[src/rtl/lcd_bus_receiver.sv]
`default_nettype none
// ==========================================================================
// lcd_bus_receiver : HD44780 4-bit write-bus responder with 2x16 DDRAM shadow
// Revision 1.0
// ==========================================================================
module lcd_bus_receiver #(
  parameter bit         SKIP_INIT = 1'b0,
  parameter logic [7:0] BLANK     = 8'h20
) (
  input  logic         clk,
  input  logic         reset,
  input  logic         lcd_rs,
  input  logic         lcd_w,
  input  logic         lcd_e,
  input  logic [3:0]   lcd_data,
  output logic [127:0] line_1,
  output logic [127:0] line_2,
  output logic         byte_valid,
  output logic [7:0]   byte_out,
  output logic         byte_rs,
  output logic [6:0]   cursor,
  output logic         four_bit,
  output logic         sync_err
);

  typedef enum logic [1:0] {
    ST_INIT = 2'd0,
    ST_HI   = 2'd1,
    ST_LO   = 2'd2
  } state_t;

  state_t       r_state;
  state_t       w_state_nxt;

  logic         r_e_q;
  logic         r_rs_q;
  logic         r_w_q;
  logic [3:0]   r_data_q;

  logic [3:0]   r_upper;
  logic         r_upper_rs;
  logic [6:0]   r_cursor;
  logic [7:0]   r_byte_out;
  logic         r_byte_rs;
  logic         r_byte_valid;
  logic         r_sync_err;
  logic         r_four_bit;
  logic [127:0] r_line_1;
  logic [127:0] r_line_2;

  logic         w_take;
  logic         w_set_four;
  logic         w_load_upper;
  logic         w_exec;
  logic [7:0]   w_byte;
  logic         w_sync;
  logic [6:0]   w_cursor_inc;
  logic [6:0]   w_cursor_nxt;
  logic         w_clear;
  logic         w_wr_1;
  logic         w_wr_2;
  logic [6:0]   w_cell_lsb;

  // Falling edge of the enable strobe; read strobes are dropped here.
  assign w_take = r_e_q & ~lcd_e & ~r_w_q;

  always_ff @(posedge clk) begin
    if (!reset) begin
      r_e_q    <= 1'b0;
      r_rs_q   <= 1'b0;
      r_w_q    <= 1'b0;
      r_data_q <= 4'h0;
    end else begin
      r_e_q    <= lcd_e;
      r_rs_q   <= lcd_rs;
      r_w_q    <= lcd_w;
      r_data_q <= lcd_data;
    end
  end

  always_ff @(posedge clk) begin
    if (!reset) begin
      r_state <= SKIP_INIT ? ST_HI : ST_INIT;
    end else begin
      r_state <= w_state_nxt;
    end
  end

  always_comb begin
    w_state_nxt  = r_state;
    w_set_four   = 1'b0;
    w_load_upper = 1'b0;
    w_exec       = 1'b0;
    if (w_take) begin
      case (r_state)
        ST_INIT: begin
          if (r_data_q == 4'h2) begin
            w_state_nxt = ST_HI;
            w_set_four  = 1'b1;
          end
        end
        ST_HI: begin
          w_load_upper = 1'b1;
          w_state_nxt  = ST_LO;
        end
        ST_LO: begin
          w_exec      = 1'b1;
          w_state_nxt = ST_HI;
        end
        default: w_state_nxt = ST_INIT;
      endcase
    end
  end

  assign w_byte = {r_upper, r_data_q};
  assign w_sync = r_upper_rs ^ r_rs_q;

  // Row 0 ends at 0x27 and row 1 at 0x67; each wraps to the other row's start.
  always_comb begin
    case (r_cursor)
      7'h27:   w_cursor_inc = 7'h40;
      7'h67:   w_cursor_inc = 7'h00;
      default: w_cursor_inc = r_cursor + 7'd1;
    endcase
  end

  always_comb begin
    w_cursor_nxt = r_cursor;
    w_clear      = 1'b0;
    w_wr_1       = 1'b0;
    w_wr_2       = 1'b0;
    if (r_upper_rs) begin
      w_wr_1       = (r_cursor[6:4] == 3'b000);
      w_wr_2       = (r_cursor[6:4] == 3'b100);
      w_cursor_nxt = w_cursor_inc;
    end else if (w_byte == 8'h01) begin
      w_clear      = 1'b1;
      w_cursor_nxt = 7'h00;
    end else if (w_byte[7:1] == 7'b0000001) begin
      w_cursor_nxt = 7'h00;
    end else if (w_byte[7]) begin
      w_cursor_nxt = w_byte[6:0];
    end
  end

  // Column 0 occupies the top byte, so the slice base is (15-col)*8.
  assign w_cell_lsb = {~r_cursor[3:0], 3'b000};

  always_ff @(posedge clk) begin
    if (!reset) begin
      r_four_bit   <= SKIP_INIT;
      r_upper      <= 4'h0;
      r_upper_rs   <= 1'b0;
      r_cursor     <= 7'h00;
      r_byte_out   <= 8'h00;
      r_byte_rs    <= 1'b0;
      r_byte_valid <= 1'b0;
      r_sync_err   <= 1'b0;
    end else begin
      r_byte_valid <= w_exec;
      r_sync_err   <= w_exec & w_sync;
      if (w_set_four) begin
        r_four_bit <= 1'b1;
      end
      if (w_load_upper) begin
        r_upper    <= r_data_q;
        r_upper_rs <= r_rs_q;
      end
      if (w_exec) begin
        r_byte_out <= w_byte;
        r_byte_rs  <= r_upper_rs;
        r_cursor   <= w_cursor_nxt;
      end
    end
  end

  always_ff @(posedge clk) begin
    if (!reset) begin
      r_line_1 <= {16{BLANK}};
      r_line_2 <= {16{BLANK}};
    end else if (w_exec) begin
      if (w_clear) begin
        r_line_1 <= {16{BLANK}};
        r_line_2 <= {16{BLANK}};
      end
      if (w_wr_1) begin
        r_line_1[w_cell_lsb +: 8] <= w_byte;
      end
      if (w_wr_2) begin
        r_line_2[w_cell_lsb +: 8] <= w_byte;
      end
    end
  end

  assign line_1     = r_line_1;
  assign line_2     = r_line_2;
  assign byte_valid = r_byte_valid;
  assign byte_out   = r_byte_out;
  assign byte_rs    = r_byte_rs;
  assign cursor     = r_cursor;
  assign four_bit   = r_four_bit;
  assign sync_err   = r_sync_err;

endmodule
`default_nettype wire

[config.mk]
export PLATFORM = sky130hd
export DESIGN_NAME = lcd_bus_receiver
export DESIGN_NICKNAME = d
export VERILOG_FILES = /design/src/rtl/lcd_bus_receiver.sv
export SDC_FILE = /design/constraint.sdc
export NUM_CORES = 1
export LEC_CHECK = 0
export BUFFER_PORTS_ARGS = -buffer_cell sky130_fd_sc_hd__buf_2
export CAP_MARGIN = 30
export CELL_PAD_IN_SITES_DETAIL_PLACEMENT = 0
export CELL_PAD_IN_SITES_GLOBAL_PLACEMENT = 1
export CORE_ASPECT_RATIO = 0.8
export CORE_MARGIN = 1.5
export CORE_UTILIZATION = 39
export DETAILED_ROUTE_END_ITERATION = 7
export PLACE_DENSITY_LB_ADDON = 0.1
export SYNTH_ARGS = -nofsm -noshare
export SYNTH_HDL_FRONTEND = slang
export SYNTH_SLANG_ARGS = --single-unit
[constraint.sdc]
create_clock -name clk -period 3.4 [get_ports clk]
set_input_delay 0 -clock clk [delete_from_list [all_inputs] [get_ports clk]]
set_output_delay 0 -clock clk [all_outputs]
set_load 0.02 [all_outputs]
* Word-level counts from Yosys, hierarchy flattened
Cells that the tools add are included.
** Word-level totals
- Bits in writable memories :: 0
- Bits in latches :: 0
- Memories :: 0
- Memory bits (read-only) :: 0
- Output and inout port bits :: 275
- Input port bits :: 9
- Register bits after elaboration :: 289
** Operators by class
- Multipliers :: 0
- Multiplexer cells :: 28
- Div/mod/pow operators :: 0
- Add/sub/neg operators :: 2
- Bitwise gates (word level) :: 7
- Reductions and logical operators :: 5
- Order comparisons :: 0
- Equality and inequality tests :: 9
- Shifts and indexed selects :: 2
** Operators with widths (number)
- 128-bit two-way mux :: 8
- 128-bit bitwise mux :: 2
- 8-bit by 9-bit variable shift with 128-bit output, first input constant :: 1
- 8-bit by 9-bit indexed part select with 128-bit output :: 1
- 7-bit two-way mux :: 4
- 7-bit case mux with 2 select lines :: 1
- 1-bit two-way mux :: 11
- 7-bit negation with 9-bit output :: 1
- 8-bit by 1-bit equality test with 1-bit output, second input constant :: 1
- 7-bit by 1-bit adder with 7-bit output, second input constant :: 1
- 7-bit by 1-bit equality test with 1-bit output, second input constant :: 1
- 7-bit by 6-bit equality test with 1-bit output, second input constant :: 1
- 7-bit equality test, second input constant :: 1
- 2-bit case mux with 3 select lines :: 1
- 4-bit by 2-bit equality test with 1-bit output, second input constant :: 1
- 4-bit inverter :: 1
- 2-bit AND reduction :: 2
- 4-bit nonzero test :: 1
- 1-bit bitwise AND :: 3
- 3-bit equality test, second input constant :: 1
- 3-bit logical NOT :: 1
- 2-bit by 1-bit equality test with 1-bit output, second input constant :: 1
- 2-bit equality test, second input constant :: 1
- 2-bit logical NOT :: 1
- other kinds (4) :: 5

* Depth between registers and ports, before layout
- Depth in word-level cells :: 8
- Gate-level depth with buffers :: 10

* Worst setup path before layout
No wires, ideal clock.
- Kind :: register to register
- Start point :: register r_cursor[0], in the netlist cursor[0]
- End point :: register r_line_2[50], in the netlist line_2[50]
- Cell stages (with the launch flop) :: 11
- Setup slack :: 749 ps
- Buffers on the path :: 3
- Data arrival time :: 2534 ps
- Clock period less this slack :: 2651 ps
- Path through :: dfxtp_1 > buf_2 > inv_1 > ha_1 > clkbuf_1 > and2_1 > buf_2 > o21ai_0 > nor2_1 > nor2_1 > a32o_1
** Between the ends
- Cells in the longest elaborated chain, start to end :: 5
- Elaborated cells on any way between the ends :: 6
** Ends and longest elaborated chain
- from (decl) :: RTL line 42 : logic [6:0] r_cursor;
- from (signal assigned) :: RTL line 172 : r_cursor <= w_cursor_nxt;
- 4-bit inverter * :: RTL line 147 : assign w_cell_lsb = {~r_cursor[3:0], 3'b000};
- 7-bit negation with 9-bit output * :: RTL line 190 : r_line_2[w_cell_lsb +: 8] <= w_byte;
- 8-bit by 9-bit indexed part select with 128-bit output or 8-bit by 9-bit variable shift with 128-bit output (tied branches) :: RTL line 190
- 128-bit bitwise mux * :: RTL line 190
- 128-bit two-way mux * :: RTL line 189 : if (w_wr_2) begin
- to (signal assigned) :: RTL line 180 : r_line_2 <= {16{BLANK}};
- to (signal assigned) :: RTL line 184 : r_line_2 <= {16{BLANK}};
- to (signal, indexed assignment) :: RTL line 190
- to (decl) :: RTL line 49 : logic [127:0] r_line_2;
Mark *: on every way between the ends. The rest lies on a longest branch, timed or not.
A chain may end at the register's enable or synchronous reset.

* Worst setup path after layout
- Start point :: register r_cursor[0], in the netlist cursor[0]
- End point :: register r_line_1[51], in the netlist line_1[51]
** Between the ends
- Cells in the longest elaborated chain, start to end :: 5
- Elaborated cells on any way between the ends :: 6
** Ends and longest elaborated chain
- 4-bit inverter * :: RTL line 147
- 7-bit negation with 9-bit output * :: RTL line 187 : r_line_1[w_cell_lsb +: 8] <= w_byte;
- 8-bit by 9-bit indexed part select with 128-bit output or 8-bit by 9-bit variable shift with 128-bit output (tied branches) :: RTL line 187
- 128-bit bitwise mux * :: RTL line 187
- 128-bit two-way mux * :: RTL line 186 : if (w_wr_1) begin
- to (signal assigned) :: RTL line 179 : r_line_1 <= {16{BLANK}};
- to (signal assigned) :: RTL line 183 : r_line_1 <= {16{BLANK}};
- to (signal, indexed assignment) :: RTL line 187
- to (decl) :: RTL line 48 : logic [127:0] r_line_1;
Marks and branches as above.

==> impl_metrics.json <==
{
  "firstDrtPassIters": 5,
  "cts_buffer_depth": 3,
  "hold_path_class": "primary input to register",
  "ys_seq_elements": 289,
  "placed_cell_area_um2": 12500,
  "viasPerCell": 5.283,
  "cts_tree": "yes",
  "multi_input_area_um2": 4582,
  "coreArea_um2": 27160,
  "worstHoldPathCells": 3,
  "design_area_um2": 13560,
  "diodes": 0,
  "use_met2_pct": 36.25,
  "rows": 54,
  "drt_wl_total_um": 35860,
  "fin_total_pwr_mw": 6.825,
  "timing.fmax_mhz": 344.2,
  "grt_max_degree": 157,
  "die_area_um2": 28580,
  "dieWidth_um": 188.6,
  "critPathCaptureType": "register",
  "top_usage_layer": "met2",
  "leakage_nw": 5.655,
  "grt_pass1_vias": 8655,
  "synth.distinct_cells": 63,
  "fin_nets": 1441,
  "groute.layer.met3.usage_pct": 7.669,
  "finalCritPeriodShare_pct": 85.44,
  "cp.arrival_ps": 3350,
  "drv_cap": 0,
  "timing.final.crit_period_ps": 2905,
  "finalHoldViolCount": 0,
  "grt_util_met1_pct": 33.97,
  "numClockSinks": 289,
  "ir_drop_mv": 0.3524,
  "critPathKind": "register to register",
  "synth-edff-count": 0,
  "htreeDepth": 1,
  "tns_ps": 0,
  "synth_fp_nets": 1178,
  "post-route-util_pct": 49.94,
  "cts-resized-gates": 0,
  "ant_nets": 0,
  "gp_congestion": 0.8252,
  "post_cts_buffers": 0,
  "synth_warnings": 0,
  "area_delta_synth_final_pct": 26.13,
  "antenna_found_initial": 0,
  "dr.first_iter.drc_count": 652,
  "worstMarginPinSlew_ps": 847.7,
  "status": "complete, no violations",
  "slew_violations": 0,
  "syn_inst": 1166,
  "fillers": 2719,
  "setup_viol": 0,
  "cts_buffers": 29,
  "routedWlPerCell_um": 19.77,
  "reg2reg_depth": 7,
  "io_pins": 284,
  "grt_pass1_wl_um": 52940,
  "drc": 0,
  "hold_ws_ps": 197.8,
  "relSlewSlack_pct": 43.28,
  "vias": 9583,
  "start_kind": "register",
  "io_buffers": 283,
  "async_flop_share_pct": 0,
  "rsz0062_at_grt": "false",
  "path_clk_slew_ps": 60,
  "ys.flop_type": "dfxtp_1",
  "cp_max_fo": 13,
  "dp_hpwl_um": 25140,
  "track_usage_pct": 24.10,
  "finClkSkew_ps": 16.50,
  "cts_hold_buf": 8,
  "worstPathRequired_ps": 3850,
  "root_buffer": "clkbuf_16",
  "start_util_pct": 39.59,
  "p_per_area_nw_per_um2": 503.2,
  "synth.avg_cell_area_um2": 9.222,
  "yosysSeqAreaShare_pct": 53.80,
  "syn_area_um2": 10750,
  "grt_overflow_total": 0,
  "fp.dieH_um": 151.5,
  "drive_gt1_share_pct": 26.28,
  "insertion_delay_ps": 550,
  "seq_area_um2": 5786
}
synth_stat cells, drive strengths merged (12+ instances only):
master | number | area share, %
and2 | 13 | 0.76
o21ai | 126 | 5.9
clkbuf | 54 | 1.9
o22ai | 12 | 0.70
nor2 | 70 | 2.5
a32o | 32 | 3.0
nor3 | 20 | 1.1
buf | 32 | 1.5
dfxtp | 289 | 54
nand2 | 142 | 5.0
a21oi | 46 | 2.1
nand3 | 147 | 6.9
mux2i | 64 | 6.0
final cells by class:
| cell class | count | area share (%) |
|---|---|---|
| sequential | 289 | 42.66 |
| multi-input combinational | 780 | 33.78 |
| clock buffer | 45 | 6.605 |
| clock inverter | 7 | 0.6734 |
| timing repair buffer | 318 | 12.62 |
| inverter | 11 | 0.3044 |
| tap | 364 | 3.358 |
report_power, final:
| part | leakage [nW] | internal (mW) | switching [mW] |
|---|---|---|---|
| combinational | 2.84 | 0.0354 | 0.116 |
| clock | 0.487 | 1.95 | 1.32 |
| sequential | 2.33 | 3.39 | 0.00953 |
worst max-delay path: stages, from the launching register on:
cell and delay, ps:
dfxtp_1 540, inv_1 170, ha_1 510, and2_1 430, o21ai_0 310, nor2_2 400
nor2_1 200, a32o_1 250
cell families (layout without fill, tap and decap cells):
group	after synthesis	in the layout	share of synthesized area (%)
adder cells (fa/ha/maj)	3	3	0.3491
AND/OR/NAND/NOR	448	448	20.75
XOR/XNOR	5	5	0.4072
multiplexers	64	64	5.958
buffers and inverters	97	381	3.758
AO/OA/AOI/OAI	260	260	14.98
flip-flops	289	289	53.80
registers in the layout, indices dropped and copies added (netlist names), 2 cells and up:
name      cells
line_2      128
byte_out      8
cursor        7
r_data_q      4
r_upper       4
line_1      128
r_state       2
routing by layer:
metal	wire length (µm)	up-vias
li1	-	4693
met1	16710	4531
met2	15390	324
met3	3228	35
met4	525	0
met5	0	-
per-stage QoR:
step | worst slack [ps] | instances
floorplan | 748.5 | 1166
global placement | 641.6 | 1754
detailed placement | 519.1 | 1754
CTS | 515.0 | 1814
global route | 230.5 | 1814
finish | 494.9 | 1814
cells in the final DEF, fill, tap and decap left out, types with 4 or more instances in the layout:
cell type,instances
nand2_1,141
o21ai_0,122
a22o_1,11
a31oi_1,8
o22ai_1,12
nand4_1,10
nand3_1,146
nor2_2,4
a21oi_1,45
clkbuf_1,5
inv_1,11
clkbuf_16,29
a32o_1,32
or3_1,7
nor2_1,66
dlygate4sd3_1,8
o21bai_1,4
buf_2,283
clkbuf_8,11
dfxtp_1,289
and2_1,13
mux2i_1,64
buf_4,26
xnor2_1,5
nor3b_1,5
nor3_1,18
nand2b_1,4
final timing paths:
check,to,startpoint,slack [ps]
worst max-delay path,line_1[51],cursor[0],490
worst min-delay path,r_data_q[1],lcd_data[1],200
worst max register to register,line_1[51],cursor[0],490
worst min register to register,byte_out[0],byte_out[0],450
Note: power is estimated with default switching activity, not from simulation.
